## config.mk

```make
export PLATFORM = sky130hd
export DESIGN_NAME = multicycle_addsub_flat
export DESIGN_NICKNAME = d
export VERILOG_FILES = /design/src/rtl/multicycle_addsub_if.sv /design/src/rtl/multicycle_addsub.sv /design/src/flat_wrapper.sv
export SDC_FILE = /design/constraint.sdc
export NUM_CORES = 1
export LEC_CHECK = 0
export CORE_MARGIN = 2
export CORE_UTILIZATION = 55
export CTS_CLUSTER_SIZE = 12
export DETAILED_ROUTE_END_ITERATION = 10
export PLACE_DENSITY = 0.8
export SLEW_MARGIN = 40
export SYNTH_ARGS = -nofsm -noshare
export SYNTH_HDL_FRONTEND = slang
export SYNTH_SLANG_ARGS = --single-unit
```

## constraint.sdc

```tcl
create_clock -name clk -period 7.6 [get_ports clk]
set_input_delay 1.52 -clock clk [delete_from_list [all_inputs] [get_ports clk]]
set_output_delay 1.52 -clock clk [all_outputs]
set_load 0.02 [all_outputs]
```

## src/rtl/multicycle_addsub_if.sv

```systemverilog
// Handshake and operand/result bundle for the sliced adder/subtractor.
// The master side issues operations and the slave side (the arithmetic unit) answers them.
interface multicycle_addsub_if #(
  parameter int WIDTH = 8
);
  logic             start;
  logic             sub;
  logic [WIDTH-1:0] a;
  logic [WIDTH-1:0] b;
  logic             cin;
  logic             busy;
  logic             done;
  logic [WIDTH-1:0] s;
  logic             cout;
  logic             ovf;

  modport master (
    output start, sub, a, b, cin,
    input  busy, done, s, cout, ovf
  );

  modport slave (
    input  start, sub, a, b, cin,
    output busy, done, s, cout, ovf
  );
endinterface

```

## src/rtl/multicycle_addsub.sv

```systemverilog
// Sequential adder/subtractor that walks the operands CHUNK bits per clock, LSB slice first.
// Subtraction is performed as a + ~b + 1, so cout=1 means "no borrow".
// The s/cout/ovf outputs are only updated when the last slice completes.
module multicycle_addsub #(
  parameter int WIDTH = 8,
  parameter int CHUNK = 2
) (
  input logic                 clk,
  input logic                 rst_n,
  multicycle_addsub_if.slave  bus
);

  localparam int NCH = WIDTH / CHUNK;
  localparam int KW  = (NCH > 1) ? $clog2(NCH) : 1;
  localparam logic [KW-1:0] LAST_K = KW'(NCH - 1);

  // Reject slice sizes that do not tile the operand width.
  generate
    if (WIDTH < 1 || CHUNK < 1 || (WIDTH % CHUNK) != 0) begin : g_bad_params
      $error("multicycle_addsub: CHUNK must be >= 1 and divide WIDTH exactly");
    end
  endgenerate

  typedef enum logic [1:0] {
    IDLE = 2'd0,
    RUN  = 2'd1,
    DONE = 2'd2
  } state_t;

  state_t           state_q, state_d;
  logic [WIDTH-1:0] a_q, a_d;
  logic [WIDTH-1:0] b_q, b_d;
  logic             carry_q, carry_d;
  logic [KW-1:0]    k_q, k_d;
  logic [WIDTH-1:0] shadow_q, shadow_d;
  logic [WIDTH-1:0] s_q, s_d;
  logic             cout_q, cout_d;
  logic             ovf_q, ovf_d;
  logic             busy_q, busy_d;
  logic             done_q, done_d;

  logic [CHUNK-1:0] a_sl;
  logic [CHUNK-1:0] b_sl;
  logic [CHUNK:0]   slice_sum;
  logic             msb_carry_in;

  // Slice datapath plus the IDLE/RUN/DONE sequencing; every state element gets its next value here.
  always_comb begin
    state_d  = state_q;
    a_d      = a_q;
    b_d      = b_q;
    carry_d  = carry_q;
    k_d      = k_q;
    shadow_d = shadow_q;
    s_d      = s_q;
    cout_d   = cout_q;
    ovf_d    = ovf_q;
    a_sl     = '0;
    b_sl     = '0;

    for (int i = 0; i < NCH; i++) begin
      if (k_q == KW'(i)) begin
        a_sl = a_q[i*CHUNK +: CHUNK];
        b_sl = b_q[i*CHUNK +: CHUNK];
      end
    end

    slice_sum    = {1'b0, a_sl} + {1'b0, b_sl} + {{CHUNK{1'b0}}, carry_q};
    msb_carry_in = a_sl[CHUNK-1] ^ b_sl[CHUNK-1] ^ slice_sum[CHUNK-1];

    case (state_q)
      IDLE, DONE: begin
        if (bus.start) begin
          a_d     = bus.a;
          b_d     = bus.sub ? ~bus.b : bus.b;
          carry_d = bus.sub ? 1'b1 : bus.cin;
          k_d     = '0;
          state_d = RUN;
        end else begin
          state_d = IDLE;
        end
      end
      RUN: begin
        carry_d = slice_sum[CHUNK];
        for (int i = 0; i < NCH; i++) begin
          if (k_q == KW'(i)) begin
            shadow_d[i*CHUNK +: CHUNK] = slice_sum[CHUNK-1:0];
          end
        end
        k_d = k_q + KW'(1);
        if (k_q == LAST_K) begin
          s_d     = shadow_d;
          cout_d  = slice_sum[CHUNK];
          ovf_d   = msb_carry_in ^ slice_sum[CHUNK];
          k_d     = '0;
          state_d = DONE;
        end
      end
      default: state_d = IDLE;
    endcase

    busy_d = (state_d == RUN);
    done_d = (state_d == DONE);
  end

  // All state, including the registered busy/done flags, updates here; reset aborts any operation.
  always_ff @(posedge clk or negedge rst_n) begin
    if (!rst_n) begin
      state_q  <= IDLE;
      a_q      <= '0;
      b_q      <= '0;
      carry_q  <= 1'b0;
      k_q      <= '0;
      shadow_q <= '0;
      s_q      <= '0;
      cout_q   <= 1'b0;
      ovf_q    <= 1'b0;
      busy_q   <= 1'b0;
      done_q   <= 1'b0;
    end else begin
      state_q  <= state_d;
      a_q      <= a_d;
      b_q      <= b_d;
      carry_q  <= carry_d;
      k_q      <= k_d;
      shadow_q <= shadow_d;
      s_q      <= s_d;
      cout_q   <= cout_d;
      ovf_q    <= ovf_d;
      busy_q   <= busy_d;
      done_q   <= done_d;
    end
  end

  assign bus.busy = busy_q;
  assign bus.done = done_q;
  assign bus.s    = s_q;
  assign bus.cout = cout_q;
  assign bus.ovf  = ovf_q;

endmodule

```

## src/flat_wrapper.sv

```systemverilog
// flat-port wrapper written by rule: the top's interface ports become plain ports
module multicycle_addsub_flat 
#(
  parameter int WIDTH = 8,
  parameter int CHUNK = 2
)
  (clk, rst_n, bus_start, bus_sub, bus_a, bus_b, bus_cin, bus_busy, bus_done, bus_s, bus_cout, bus_ovf);
  multicycle_addsub_if #(.WIDTH(WIDTH)) bus_i ();
  input logic clk;
  input logic rst_n;
  input wire logic [$bits(bus_i.start)-1:0] bus_start;
  input wire logic [$bits(bus_i.sub)-1:0] bus_sub;
  input wire logic [$bits(bus_i.a)-1:0] bus_a;
  input wire logic [$bits(bus_i.b)-1:0] bus_b;
  input wire logic [$bits(bus_i.cin)-1:0] bus_cin;
  output wire logic [$bits(bus_i.busy)-1:0] bus_busy;
  output wire logic [$bits(bus_i.done)-1:0] bus_done;
  output wire logic [$bits(bus_i.s)-1:0] bus_s;
  output wire logic [$bits(bus_i.cout)-1:0] bus_cout;
  output wire logic [$bits(bus_i.ovf)-1:0] bus_ovf;
  assign bus_i.start = bus_start;
  assign bus_i.sub = bus_sub;
  assign bus_i.a = bus_a;
  assign bus_i.b = bus_b;
  assign bus_i.cin = bus_cin;
  assign bus_busy = bus_i.busy;
  assign bus_done = bus_i.done;
  assign bus_s = bus_i.s;
  assign bus_cout = bus_i.cout;
  assign bus_ovf = bus_i.ovf;
  multicycle_addsub #(.WIDTH(WIDTH), .CHUNK(CHUNK)) u_core (.clk(clk), .rst_n(rst_n), .bus(bus_i));
endmodule
```

Yosys cells after proc, flatten, opt, wreduce, memory -nomap -nowiden
Cells that the tools add are included.
{"block": "classes", "add_sub_neg": 3, "eq_ne": 8, "muxes": 22, "bitwise_logic": 4, "n_reduce_logical": 7}
{"operator": "two-way mux 2 bit", "n": 15}
{"operator": "equality test 2 bit (second input constant)", "n": 4}
{"operator": "two-way mux 8 bit", "n": 1}
{"operator": "inverter 8 bit", "n": 1}
{"operator": "one-hot mux 2 bit (2 select lines)", "n": 2}
{"operator": "equality test 2 x 1 -> 1 bit (second input constant)", "n": 3}
{"operator": "AND reduction 2 bit", "n": 3}
{"operator": "logical NOT 2 bit", "n": 2}
{"operator": "adder 2 x 2 -> 3 bit", "n": 1}
{"operator": "adder 3 x 1 -> 3 bit", "n": 1}
{"operator": "two-way mux 1 bit", "n": 3}
{"operator": "bitwise XOR 1 bit", "n": 3}
{"operator": "adder 2 x 1 -> 2 bit (second input constant)", "n": 1}
{"operator": "inequality test 2 bit (second input constant)", "n": 1}
{"operator": "one-hot mux 1 bit (2 select lines)", "n": 1}
{"operator": "nonzero test 2 bit", "n": 1}
{"operator": "OR reduction 2 bit", "n": 1}
{"block": "word_totals", "ff_bits": 41, "in_bits": 21, "out_inout_bits": 12, "wordCells": 55}

Depth between registers and ports, before layout
{"block": "depth", "depth_word": 9, "mapped_depth": 11, "depth_no_buf": 10}

Worst setup path before layout
No wires, ideal clock.
{"block": "synth_timing", "path_kind": "register to register", "from": "reg u_core.k_q[0]", "to": "reg u_core.ovf_q (netlist: u_core.bus.ovf)", "setup_ns": 0.128, "arrival_ns": 2.342, "t_required_ns": 7.472, "slack_ns": 5.130, "stages_incl_launch_ff": 11, "path_buffers": 0, "synth_period_minus_slack_ns": 2.470, "path_cell_list": "dfrtp_1 > inv_1 > ha_1 > nor2b_4 > a221o_2 > a22oi_1 > fa_1 > fa_1 > inv_1 > xnor2_1 > o21ai_0"}
{"block": "synth_between", "elab_chain_len": 9, "word_cells_on_any_way": 18, "classes_between": "add/sub: 2; eq/ne: 3; mux: 8; bitwise: 3; reduce/logical: 2"}
{"item": "start, declared", "line": "multicycle_addsub.sv:34", "source": "logic [KW-1:0] k_q, k_d;"}
{"item": "start signal, assigned", "line": "multicycle_addsub.sv:125", "source": "k_q <= k_d;"}
{"item": "logical NOT 2 bit", "line": "multicycle_addsub.sv:62", "source": "if (k_q == KW'(i)) begin"}
{"item": "two-way mux 2 bit (4 in a row)", "line": "multicycle_addsub.sv:62"}
{"item": "adder 2 x 2 -> 3 bit", "line": "multicycle_addsub.sv:68", "source": "slice_sum = {1'b0, a_sl} + {1'b0, b_sl} + {{CHUNK{1'b0}}, carry_q};"}
{"item": "adder 3 x 1 -> 3 bit", "line": "multicycle_addsub.sv:68"}
{"item": "bitwise XOR 1 bit", "line": "multicycle_addsub.sv:69", "source": "msb_carry_in = a_sl[CHUNK-1] ^ b_sl[CHUNK-1] ^ slice_sum[CHUNK-1];"}
{"item": "bitwise XOR 1 bit", "line": "multicycle_addsub.sv:94", "source": "ovf_d = msb_carry_in ^ slice_sum[CHUNK];"}
{"item": "end signal, assigned", "line": "multicycle_addsub.sv:129", "source": "ovf_q <= ovf_d;"}
{"item": "end, declared", "line": "multicycle_addsub.sv:38", "source": "logic ovf_q, ovf_d;"}
Several ways; a longest one is shown, not always the timed one.
A chain may end at the register's enable or synchronous reset.

Worst setup path after layout
{"block": "layout_timing", "from": "reg u_core.s_q[7] (netlist: u_core.bus.s[7])", "to": "out bus_s[7]"}
{"item": "start, declared", "line": "multicycle_addsub.sv:36", "source": "logic [WIDTH-1:0] s_q, s_d;"}
{"item": "start signal, assigned", "line": "multicycle_addsub.sv:115", "source": "s_q <= '0;"}
{"item": "start signal, assigned", "line": "multicycle_addsub.sv:127", "source": "s_q <= s_d;"}
{"item": "end, declared", "line": "flat_wrapper.sv:18", "source": "output wire logic [$bits(bus_i.s)-1:0] bus_s;"}
No word-level cell between the ends.

==> impl_metrics.env <==
export IMPL_yosysMostFrequentCell="dfrtp_1"
export IMPL_io_pins=33
export IMPL_clock_skew_ps=5.19
export IMPL_clkSinkCount=39
export IMPL_drt_met1_wl_mm=1.39
export IMPL_fin_setup_tns_ps=0
export IMPL_synth_top_cell_by_area="dfrtp_1"
export IMPL_cts_htree_levels=2
export IMPL_ys_ff_latch=39
export IMPL_r2r_end="u_core.bus.s[5]$_DFFE_PN0P_"
export IMPL_die_y_um=62.1
export IMPL_grt_overflow_total=0
export IMPL_wl_per_cell_um=13.2
export IMPL_grt_total_usage=0.194
export IMPL_grt_pass1_wl_mm=5.80
export IMPL_status="finished clean"
export IMPL_ys_flop_type="dfrtp_1"
export IMPL_critical_path_max_stage_delay_ps=610
export IMPL_ctsResizeCount=0
export IMPL_worstSetupStartpointType="flip-flop"
export IMPL_clkLatencyLatePin_ps=350
export IMPL_clkTransAtPathRegs_ps=110
export IMPL_synth_area_mm2=0.00186
export IMPL_drt_wl_total_mm=3.32
export IMPL_min_from="u_core.shadow_q[2]$_DFFE_PN0P_"
export IMPL_rows=21
export IMPL_rrSetupSlack_ps=4790
export IMPL_routed_wl_met3_um=150
export IMPL_place_port_buffers=32
export IMPL_min_path_cells=2
export IMPL_grt_pass1_vias=1305
export IMPL_cts_hold_buffers_added=0
export IMPL_insertedDiodeCount=0
export IMPL_worstPathCellList="clkdlybuf4s50_1"
export IMPL_finalCriticalPeriod_ps=2850
export IMPL_routabilityCongestion=0.817
export IMPL_die_width_um=62.1
export IMPL_grt_max_degree=40
export IMPL_ys_top_cells_by_area="dfrtp_1 (53%), o21ai_0 (7.5%), nand2_1 (5.7%)"
export IMPL_utilization=0.680
export IMPL_crit_cells=1
export IMPL_slew_viol_final=0
export IMPL_drive_gt1_frac=0.0922
export IMPL_syn_num_nets=202
export IMPL_start_util=0.566
export IMPL_critical_path_top_delay_family="buffers and inverters"
export IMPL_cp_data_arrival_time_ps=1330
export IMPL_cts_buffers=5
export IMPL_hold_viol=0
export IMPL_dieArea_mm2=0.00386
export IMPL_core_area_mm2=0.00328
export IMPL_yosys_warnings=0
export IMPL_path_class="flip-flop to output port"
export IMPL_worstPathMaxFanout=2
export IMPL_ys_seq_area_frac=0.525
export IMPL_worstHoldEndpoint="u_core.shadow_q[2]$_DFFE_PN0P_"
export IMPL_num_nets_final=233
export IMPL_cts_root_buf="clkbuf_4"
export IMPL_synth_distinct_cells=29
export IMPL_cp_end_kind="output port"
export IMPL_rsz0062_at_grt="no"
export IMPL_required_ps=6080
export IMPL_yosys_top_cells_count="dfrtp_1 (39), nand2_1 (28), o21ai_0 (28)"
export IMPL_power_density_mw_per_mm2=467
export IMPL_drc=0
export IMPL_holdCritPathClass="flip-flop to flip-flop"
export IMPL_timing_fmax_mhz=351
export IMPL_vias=1331
export IMPL_tightest_slew_ps=484
export IMPL_cap_violations=0
export IMPL_cts_path_max_buffers=2
export IMPL_period_share=0.375
export IMPL_route_met2_wl_mm=1.68
export IMPL_hpwl_mm=2.50
export IMPL_grt_antenna_before_repair=0
export IMPL_final_setup_viol_count=0
export IMPL_synthCells=174
export IMPL_irDropWorstVdd_mv=0.182
export IMPL_ant_nets=0
export IMPL_slew_headroom=0.677
export IMPL_p_leak_nw=1.00
export IMPL_avgViaCountPerCell=5.28
export IMPL_cts_setup_buffers=0
export IMPL_yosysTopAreaCellShare=0.525
export IMPL_drt_pass1_iterations=4
export IMPL_synth_area_per_cell_um2=10.7
export IMPL_r2r_start="u_core.k_q[0]$_DFFE_PN0P_"
export IMPL_cts_tree="done"
export IMPL_worst_r2r_cell_count=10
export IMPL_synth_edff_count=0
export IMPL_dr_max_layer_used="met4"
export IMPL_initialDrtViolationCount=56
export IMPL_async_reset_ff_frac=1.00
export IMPL_area_growth_pct=20.3
export IMPL_critPathBufInv=1
export IMPL_slowest_stage="clkdlybuf4s50_1"
-- sequential cells by signal, indices dropped and copies added, names as in the netlist --
register and cells:
u_core.bus.ovf 1, u_core.bus.done 1, u_core.a_q 8, u_core.k_q 2, u_core.b_q 8, u_core.bus.cout 1, u_core.shadow_q 6, u_core.bus.s 8
u_core.state_q 2, u_core.bus.busy 1, u_core.carry_q 1
-- routing by layer --
metal | GRT usage | vias to the layer above
li1 | - | 649
met1 | 0.226 | 639
met2 | 0.318 | 32
met3 | 0.0634 | 11
met4 | 0.106 | 0
met5 | 0 | -
-- tightest hold or removal path: cells and delay by family (launching register included) --
kind	cells	cell delay (ps)
AO/OA/AOI/OAI	1	60
flip-flops	1	360
AND/OR/NAND/NOR	1	40
-- metrics by stage --
stage	setup WS [ps]	hold slack [ps]	power, mW	instance area [um^2]	std cells
finish	4750	488	1.04	2230	252
global route	4570	514	1.14	2230	252
CTS	4730	490	1.05	2230	252
detailed placement	4810	465	0.950	2180	244
global placement	4880	461	0.921	2180	244
floorplan	5130	445	0.789	1860	174
-- cells in the final DEF, fill, tap and decap left out, types with 2 or more instances in the layout --
master | synthesis | final
clkdlybuf4s50_1 | 0 | 32
nand3b_1 | 3 | 3
mux2_2 | 8 | 8
dfrtp_1 | 39 | 39
nand2_1 | 28 | 28
o21ai_0 | 28 | 28
fa_1 | 2 | 2
a22o_1 | 2 | 2
clkbuf_1 | 1 | 2
clkbuf_4 | 0 | 5
inv_1 | 10 | 10
a221o_1 | 2 | 2
xor2_1 | 2 | 2
mux2i_1 | 3 | 3
a22oi_1 | 4 | 4
nand3_1 | 3 | 3
ha_1 | 5 | 5
xnor2_1 | 8 | 8
a21oi_1 | 7 | 7
nor2_1 | 3 | 3
-- how the worst max path moves through the flow --
stage | startpoint | end | slack [ps]
after floorplan | u_core.k_q[0]$_DFFE_PN0P_ | u_core.bus.ovf$_DFFE_PN0P_ | 5130
after global placement | bus_start | u_core.a_q[7]$_DFFE_PN0P_ | 4880
after detailed placement | u_core.k_q[1]$_DFFE_PN0P_ | u_core.bus.ovf$_DFFE_PN0P_ | 4810
after CTS | u_core.bus.cout$_DFFE_PN0P_ | bus_cout | 4730
after global routing | u_core.k_q[1]$_DFFE_PN0P_ | u_core.bus.s[5]$_DFFE_PN0P_ | 4570
final | u_core.bus.s[7]$_DFFE_PN0P_ | bus_s[7] | 4750
-- final cells by class --
type,count,area (um^2)
multi-input cells,116,786
flip-flops and latches,39,976
clock inverters,1,5.00
repair buffers,33,328
well taps,46,57.6
clock buffers,7,45.0
inverters,10,37.5
fillers,271,1050
-- power breakdown --
group          switching [mW]  total, mW  internal (mW)
clock network          0.0651      0.101         0.0361
registers              0.0601      0.366          0.306
logic                   0.314      0.577          0.263
total                   0.439       1.04          0.605
-- cells by family after synthesis --
family | share of synthesized area
fa+ha+maj | 0.0552
simple gates | 0.110
xor+xnor | 0.0471
buf+inv | 0.0519
compound gates | 0.145
flops | 0.525
mux | 0.0646
No activity file was read; power rests on OpenSTA's default activity.
